**src/rtl/ixc_uclk_pkg.sv**
```systemverilog
// Shared types for the emulated user-clock run-control block.
package ixc_uclk_pkg;

   // Host command opcodes as carried on cmd_op.
   typedef enum logic [1:0] {
      OP_NOP  = 2'b00,
      OP_RUN  = 2'b01,
      OP_STOP = 2'b10,
      OP_STEP = 2'b11
   } op_e;

   // Reason the last run or step ended, as reported on stop_cause.
   typedef enum logic [1:0] {
      CAUSE_NONE     = 2'd0,
      CAUSE_HOST     = 2'd1,
      CAUSE_STEPDONE = 2'd2,
      CAUSE_BRK      = 2'd3
   } cause_e;

   // Sequencer states.
   typedef enum logic [1:0] {
      ST_IDLE  = 2'd0,
      ST_RUN   = 2'd1,
      ST_STEP  = 2'd2,
      ST_DRAIN = 2'd3
   } state_e;

endpackage : ixc_uclk_pkg

```
**src/rtl/ixc_uclk_cyc_counter.sv**
```systemverilog
// Free-running count of enabled user-clock cycles with a priority clear.
module ixc_uclk_cyc_counter #(
   parameter int CYC_W = 48
) (
   input  logic             uclk,
   input  logic             rst_n,
   input  logic             en_i,
   input  logic             clr_i,
   output logic [CYC_W-1:0] cnt_o
);

   localparam logic [CYC_W-1:0] CYC_ONE = CYC_W'(1);

   logic [CYC_W-1:0] cnt_q;
   logic [CYC_W-1:0] cnt_d;

   // Next count: clear wins over a coincident increment; wrap is natural.
   always_comb begin
      // NOTE: assign a default first so no path leaves cnt_d unassigned and infers a latch.
      cnt_d = cnt_q;
      if (clr_i) begin
         cnt_d = '0;
      end else if (en_i) begin
         cnt_d = cnt_q + CYC_ONE;
      end
   end

   // Count register.
   always_ff @(posedge uclk or negedge rst_n) begin
      if (!rst_n) begin
         cnt_q <= '0;
      end else begin
         cnt_q <= cnt_d;
      end
   end

   assign cnt_o = cnt_q;

endmodule : ixc_uclk_cyc_counter

```
**src/rtl/ixc_uclk_step_ctrl.sv**
```systemverilog
// Run-control sequencer for the emulated user clock: turns host RUN/STOP/STEP
// commands and breakpoints into a registered gate enable, and reports why
// each run or step ended.
module ixc_uclk_step_ctrl
   import ixc_uclk_pkg::*;
#(
   parameter int CNT_W    = 32,
   parameter int CYC_W    = 48,
   parameter int STOP_LAT = 2
) (
   input  logic             uclk,
   input  logic             rst_n,
   input  logic             cmd_valid,
   output logic             cmd_ready,
   input  logic [1:0]       cmd_op,
   input  logic [CNT_W-1:0] cmd_count,
   input  logic             brk,
   input  logic             cyc_clr,
   output logic             gate_en,
   output logic             running,
   output logic             done,
   output logic [1:0]       stop_cause,
   output logic             cmd_err,
   output logic [CYC_W-1:0] cyc_cnt
);

   // DRAIN holds gate_en low for STOP_LAT cycles; the counter loads STOP_LAT-1
   // on entry and the cycle it reaches zero is the last DRAIN cycle.
   localparam int                  DRAIN_W    = (STOP_LAT > 1) ? $clog2(STOP_LAT) : 1;
   localparam logic [DRAIN_W-1:0]  DRAIN_LOAD = DRAIN_W'(STOP_LAT - 1);
   localparam logic [DRAIN_W-1:0]  DRAIN_ONE  = DRAIN_W'(1);
   localparam logic [CNT_W-1:0]    CNT_ONE    = CNT_W'(1);

   state_e             state_q;
   cause_e             stop_cause_q;
   logic [CNT_W-1:0]   remaining_q;
   logic [DRAIN_W-1:0] drain_q;
   logic               gate_en_q;
   logic               running_q;
   logic               done_q;
   logic               cmd_err_q;

   op_e  op;
   logic cmd_acc;
   logic stop_acc;
   logic start_acc;
   logic step_last;

   assign op        = op_e'(cmd_op);
   assign cmd_ready = (state_q != ST_DRAIN);
   assign cmd_acc   = cmd_valid && cmd_ready;
   assign stop_acc  = cmd_acc && (op == OP_STOP);
   assign start_acc = cmd_acc && ((op == OP_RUN) || (op == OP_STEP));
   assign step_last = (state_q == ST_STEP) && (remaining_q == CNT_ONE);

   // Sequencer with all outputs registered alongside the state.
   always_ff @(posedge uclk or negedge rst_n) begin
      if (!rst_n) begin
         // The step count is ordinary control state, so it is reset with the
         // rest; a reset mid-run drops gate_en at once with no drain.
         state_q      <= ST_IDLE;
         stop_cause_q <= CAUSE_NONE;
         remaining_q  <= '0;
         drain_q      <= '0;
         gate_en_q    <= 1'b0;
         running_q    <= 1'b0;
         done_q       <= 1'b0;
         cmd_err_q    <= 1'b0;
      end else begin
         // NOTE: sequential state uses non-blocking assignments so every register samples pre-edge values.
         done_q    <= 1'b0;
         cmd_err_q <= 1'b0;
         case (state_q)
            ST_IDLE: begin
               if (cmd_acc) begin
                  case (op)
                     OP_RUN: begin
                        state_q      <= ST_RUN;
                        gate_en_q    <= 1'b1;
                        running_q    <= 1'b1;
                        stop_cause_q <= CAUSE_NONE;
                     end
                     OP_STEP: begin
                        if (cmd_count != '0) begin
                           state_q      <= ST_STEP;
                           remaining_q  <= cmd_count;
                           gate_en_q    <= 1'b1;
                           running_q    <= 1'b1;
                           stop_cause_q <= CAUSE_NONE;
                        end else begin
                           // A zero-length step completes without ever opening the gate.
                           state_q      <= ST_DRAIN;
                           drain_q      <= DRAIN_LOAD;
                           stop_cause_q <= CAUSE_STEPDONE;
                        end
                     end
                     default: ;
                  endcase
               end
            end

            ST_RUN, ST_STEP: begin
               if (start_acc) begin
                  cmd_err_q <= 1'b1;
               end
               if (state_q == ST_STEP) begin
                  remaining_q <= remaining_q - CNT_ONE;
               end
               // The cycle in which the stop event is sampled is still an
               // enabled cycle; the gate closes from the next one.
               if (brk || stop_acc || step_last) begin
                  state_q   <= ST_DRAIN;
                  drain_q   <= DRAIN_LOAD;
                  gate_en_q <= 1'b0;
                  running_q <= 1'b0;
                  stop_cause_q <= brk      ? CAUSE_BRK  :
                                  stop_acc ? CAUSE_HOST : CAUSE_STEPDONE;
               end
            end

            ST_DRAIN: begin
               if (drain_q == '0) begin
                  state_q <= ST_IDLE;
                  done_q  <= 1'b1;
               end else begin
                  drain_q <= drain_q - DRAIN_ONE;
               end
            end

            default: state_q <= ST_IDLE;
         endcase
      end
   end

   ixc_uclk_cyc_counter #(
      .CYC_W (CYC_W)
   ) u_cyc_counter (
      .uclk  (uclk),
      .rst_n (rst_n),
      .en_i  (gate_en_q),
      .clr_i (cyc_clr),
      .cnt_o (cyc_cnt)
   );

   assign gate_en    = gate_en_q;
   assign running    = running_q;
   assign done       = done_q;
   assign cmd_err    = cmd_err_q;
   assign stop_cause = stop_cause_q;

endmodule : ixc_uclk_step_ctrl

```
**config.mk**
```make
export PLATFORM = sky130hd
export DESIGN_NAME = ixc_uclk_step_ctrl
export DESIGN_NICKNAME = d
export VERILOG_FILES = /design/src/rtl/ixc_uclk_pkg.sv /design/src/rtl/ixc_uclk_cyc_counter.sv /design/src/rtl/ixc_uclk_step_ctrl.sv
export SDC_FILE = /design/constraint.sdc
export NUM_CORES = 1
export LEC_CHECK = 0
export ABC_AREA = 1
export BUFFER_PORTS_ARGS = -buffer_cell sky130_fd_sc_hd__buf_2
export CELL_PAD_IN_SITES_DETAIL_PLACEMENT = 0
export CELL_PAD_IN_SITES_GLOBAL_PLACEMENT = 1
export CORE_MARGIN = 2
export CORE_UTILIZATION = 45
export CTS_BUF_LIST = sky130_fd_sc_hd__clkbuf_4 sky130_fd_sc_hd__clkbuf_8
export DETAILED_ROUTE_END_ITERATION = 12
export MAX_ROUTING_LAYER = met4
export PLACE_DENSITY_LB_ADDON = 0.15
export SETUP_SLACK_MARGIN = 0.1
export SLEW_MARGIN = 20
export SYNTH_ARGS = -nofsm -noshare
export SYNTH_HDL_FRONTEND = slang
export SYNTH_SLANG_ARGS = --single-unit
```
**constraint.sdc**
```tcl
create_clock -name uclk -period 4.84 [get_ports uclk]
set_clock_uncertainty 0.1 [all_clocks]
set_input_delay 0.242 -clock uclk [delete_from_list [all_inputs] [get_ports uclk]]
set_output_delay 0.242 -clock uclk [all_outputs]
set_load 0.02 [all_outputs]
```
Word level (Yosys, flattened, before mapping). Index checks and enable logic that the tools add are counted.

Register bits: 88. Bits of input ports: 39. Output and inout bits: 55. Word-level logic and storage cells: 80.

Add/subtract/negate cells: 3. Equal/unequal tests: 17. Multiplexer cells: 35. Reduce and logical (&&, ||, !) cells: 17.

Operators by type and width (number): 32-bit two-way mux (4); 48-bit two-way mux (2); 32-bit case mux with 2 select lines (1); 48-bit by 1-bit adder with 48-bit output, second input constant (1); 32-bit by 1-bit equality test with 1-bit output, second input constant (1); 32-bit nonzero test (1); 32-bit by 1-bit subtractor with 32-bit output, second input constant (1); 2-bit two-way mux (8); 2-bit != test, second input constant (8); 1-bit two-way mux (13); 2-bit case mux with 2 select lines (3); 4-bit AND reduction (3); 5-bit AND reduction (2); 2-bit equality test, second input constant (4); 3-bit != test, second input constant (2); 2-bit case mux with 3 select lines (1); 2-bit by 1-bit equality test with 1-bit output, second input constant (2); 1-bit logical AND (4); 1-bit case mux with 2 select lines (2); 2-bit nonzero test (2); 1-bit logical OR (3); 1-bit case mux with 3 select lines (1); 2-bit logical NOT (1); 2-bit OR reduction (1); 1-bit subtractor, second input constant (1).

Depth between registers and ports, before layout.
Word-level depth: 7. Mapped depth: 12. Mapped depth without buffers: 12.

By module. Synthesis repeated with hierarchy kept, for this count alone.

Cell total of the unflattened synthesis: 981. Area total of the unflattened synthesis: 6278.5 um2.

Modules (own cells, without submodules): ixc_uclk_step_ctrl (instances 1, cells each 516, area an instance 3218.1 um2, sequential area each 1001.0 um2); ixc_uclk_cyc_counter (instances 1, cells each 465, area an instance 3060.4 um2, sequential area each 1201.2 um2).

Least setup slack after synthesis. OpenSTA, ideal clock, no wires.

Kind: reg2reg. From: reg state_q[0]. To: reg remaining_q[15]. Setup time: 125 ps. Arrival time: 1629 ps. Data required time: 4615 ps. Path slack: 2986 ps. Cell stages (with the launch flop): 11. Path buffers: 1. Clock period less this slack: 1854 ps. Cells stage by stage: dfrtp_1 > inv_1 > ha_1 > inv_2 > nand2_1 > nand2_1 > nor3_2 > nand2_2 > buf_2 > o21ai_0 > o21ai_1.

Cells in the longest elaborated chain, start to end: 4. Elaborated cells on any way between the ends: 13. Those cells by class: eq/ne: 7; mux: 1; reduce/logical: 5.

Ends and longest elaborated chain: start, declared (line ixc_uclk_step_ctrl.sv:34) `state_e state_q;`; start signal, assigned (line ixc_uclk_step_ctrl.sv:61) `state_q <= ST_IDLE;`; start signal, assigned (line ixc_uclk_step_ctrl.sv:78) `state_q <= ST_RUN;`; start signal, assigned (line ixc_uclk_step_ctrl.sv:85) `state_q <= ST_STEP;`; 2-bit equality test, or another cell as far along (line ixc_uclk_step_ctrl.sv:73, ixc_uclk_step_ctrl.sv:106); 2-bit OR reduction or 1-bit logical AND (tied branches) (line ixc_uclk_step_ctrl.sv:73, ixc_uclk_step_ctrl.sv:51); 2-bit != test (no source line) or 2-bit nonzero test (tied branches); 5-bit AND reduction (no source line); end signal, assigned (line ixc_uclk_step_ctrl.sv:86) `remaining_q <= cmd_count;`; end signal, assigned (line ixc_uclk_step_ctrl.sv:107) `remaining_q <= remaining_q - CNT_ONE;`; end, declared (line ixc_uclk_step_ctrl.sv:36) `logic [CNT_W-1:0] remaining_q;`.

Parallel ways exist; a longest one is shown, timed or not. A chain may end at the register's enable or synchronous reset.

Final worst setup path.
From: reg state_q[0]. To: reg remaining_q[21].

Same word-level chain as after synthesis.

==> results.cfg <==
[synth]
synth.area.mux_share = 0.005098
syn_area_sq_um = 5891
synth-adder-area-share = 0.01487
synth_top_cell_by_area = dfrtp_1
ys_seq_area_frac = 0.3738
synth_flop_cell = dfrtp_1
syn_inst = 895
synth_top_cell_area_share = 0.3738
synth_commonest_cells = 249 x nand2_1, 172 x nor2_1, 95 x inv_1
synth_compound_area_frac = 0.1007
async_flop_share = 1.000
synth_xor_area_frac = 0.01636
yosys_warnings = 0
ys_seq_elements = 88
synth_cell_types = 41
synth_top_family_by_area = simple AND/OR/NAND/NOR gates
synth_nets = 941
synth-simple-area-share = 0.4074
synth_most_common_cell = nand2_1
post_synth.cell_area_avg_sq_um = 6.582
synthTopCellsByArea = dfrtp_1 37%, nand2_1 16%, nor2_1 11%
synth_edf_count = 0

[place]
place_inst = 1144
gp_congestion = 0.9417
port_buffers = 93
dpl_worst_slack_ps = 1395
dp_hpwl_um = 12050

[global_routing]
antenna_found_initial = 0
grt_start_max_net_pins = 63
grt_overflow = 0
grt_pass1_vias = 5507
busiest_layer = met2
grt_pass1_wl_um = 26830
globalRouteMet1Util = 0.3042
use_met3 = 0.02992
use_met2 = 0.4126
globalRouteTotalUtil = 0.2449

[drt]
wl_per_cell_um = 13.68
via_per_inst = 4.989
vias = 5807
first_pass_iters = 6
wl_um = 15920
antenna_left = 0
drc = 0
drt_iter0_markers = 345

[sta]
period_needed_ps = 3427
setup_tns_ps = 0
hold-worst-slack_ps = 45.87
slew_headroom = 0.4517
drv_slew = 0
max_freq_mhz = 291.8
setup_viol_count_final = 0
worst_slew_pin_slew_ps = 822.5
setup_ws_ps = 1413
hold_viol_final = 0
post-route-period-util = 0.7081
rsz0062_at_grt = no

[clock_network]
postCtsHoldBufs = 5
clk_latency_ps = 380
cts_tree = built
htreeDepth = 3
cts_buffers = 9
path_clk_slew_ps = 90
clockRootBuffer = clkbuf_8
post-cts-setup-buffers = 0
clock_path_buffers = 2
cts_sinks = 88
cts_resized = 0

[worst_setup_path]
startpoint = state_q[0]
arrival_ps = 3640
critical_path_class = reg2reg
r2r_start = state_q[0]
cp-start-kind = register
worst-path-max-fanout = 41
endpoint_kind = register
crit_required_ps = 5050

[floorplan]
die_x_um = 118.4
die_h_um = 118.4
start_util = 0.4630
die_area_sq_um = 14020
num_io_pins = 94
core_area_sq_um = 12720
rows = 41

[final_layout]
area_delta_synth_final_pct = 14.83
drive_above_1_share = 0.1512
n_antenna_cell = 0
post-route-util = 0.5317
fin_cells = 1164
nets = 1034

[pwr]
power_frac_seq = 0.329
pwr_density_cell_nw_per_um2 = 493.1
intPower_mw = 1.742
switching_share = 0.4776
comb_power_share = 0.493
p_sw_mw = 1.593
power_frac_clock = 0.178
leakage_nw = 3.376
peakVddDrop_uv = 478.5

[run_status]
status = finished clean

[flow_run]
maxCapViolCount = 0

[min_path]
min_path_type = in2reg
min-delay-start = cmd_op[0]
[power by group through the flow]
stage	Clock (mW)	Sequential [mW]	Combinational (mW)
detailed placement	0	1.11	1.65
finish	0.594	1.10	1.64
global placement	0	1.11	1.63
global route	0.644	1.13	1.91
floorplan	0	1.08	1.29
CTS	0.608	1.10	1.66
[cells by family after synthesis]
family          count (synthesis)
simple gates                  552
fa+ha+maj                       7
buf+inv                       120
flops                          88
compound gates                114
mux                             3
xor+xnor                       11
[cells in the final DEF (no fill, tap or decap), types with 4 or more instances in the layout]
master	netlist	layout
dlygate4sd3_1	0	5
nand4_1	14	14
buf_4	4	4
a31oi_1	4	4
a21oi_1	41	41
inv_2	4	4
dfrtp_1	88	88
nand2_1	249	249
nand2_2	7	7
o21ai_0	54	54
inv_1	95	95
nor2_2	8	8
xor2_1	9	9
clkbuf_8	0	10
nor2_1	172	172
buf_2	6	92
ha_1	7	7
nor3_1	21	21
nand3_1	57	57
nor2_4	9	9
o21ai_1	8	8
[per-stage QoR]
stage,power (mW),cell area (sq um)
finish,3.335,6764
global route,3.676,6764
CTS,3.361,6764
detailed placement,2.760,6495
global placement,2.742,6495
floorplan,2.373,5891
[flip-flops by register name, indices dropped and copies added, names as in the netlist]
signal,count
remaining_q,32
stop_cause,2
done,1
running,1
u_cyc_counter.cnt_o,48
cmd_err,1
state_q,2
drain_q,1
[area by class of cell]
type                       count  area [sq um]
multi-input combinational    687          3207
clock buffer                  10         137.6
sequential                    88          2202
inverter                     101         380.4
clock inverter                 5         81.33
tap                          172         215.2
fill                        1375          5958
timing repair buffer         101         540.5
[critical path, stage by stage, from the launching register on]
cell     delay, ps
dfrtp_1        390
inv_1           90
ha_1           280
buf_4          370
inv_2          380
nand2_1        210
nand2_1         90
nor3_2         170
nand2_2        400
inv_2          580
nand3_1        130
o21ai_0        110
[path summary, 6_finish.rpt]
check	slack (ps)	to	depth (start not counted)
max in group asynchronous	3320	remaining_q[31]	3
min in group asynchronous	190	u_cyc_counter.cnt_o[12]	2
max	1410	remaining_q[21]	11
max reg2reg	1410	remaining_q[21]	11
min	50	cmd_err	3
min reg2reg	370	done	1
[layer usage]
| layer | vias to the layer above | part of all wire |
|---|---|---|
| met1 | 2645 | 0.46 |
| met5 | - | 0 |
| met4 | 0 | 0.019 |
| met3 | 21 | 0.030 |
| met2 | 110 | 0.49 |
| li1 | 3031 | - |
Note: power is estimated with default switching activity, not from simulation.
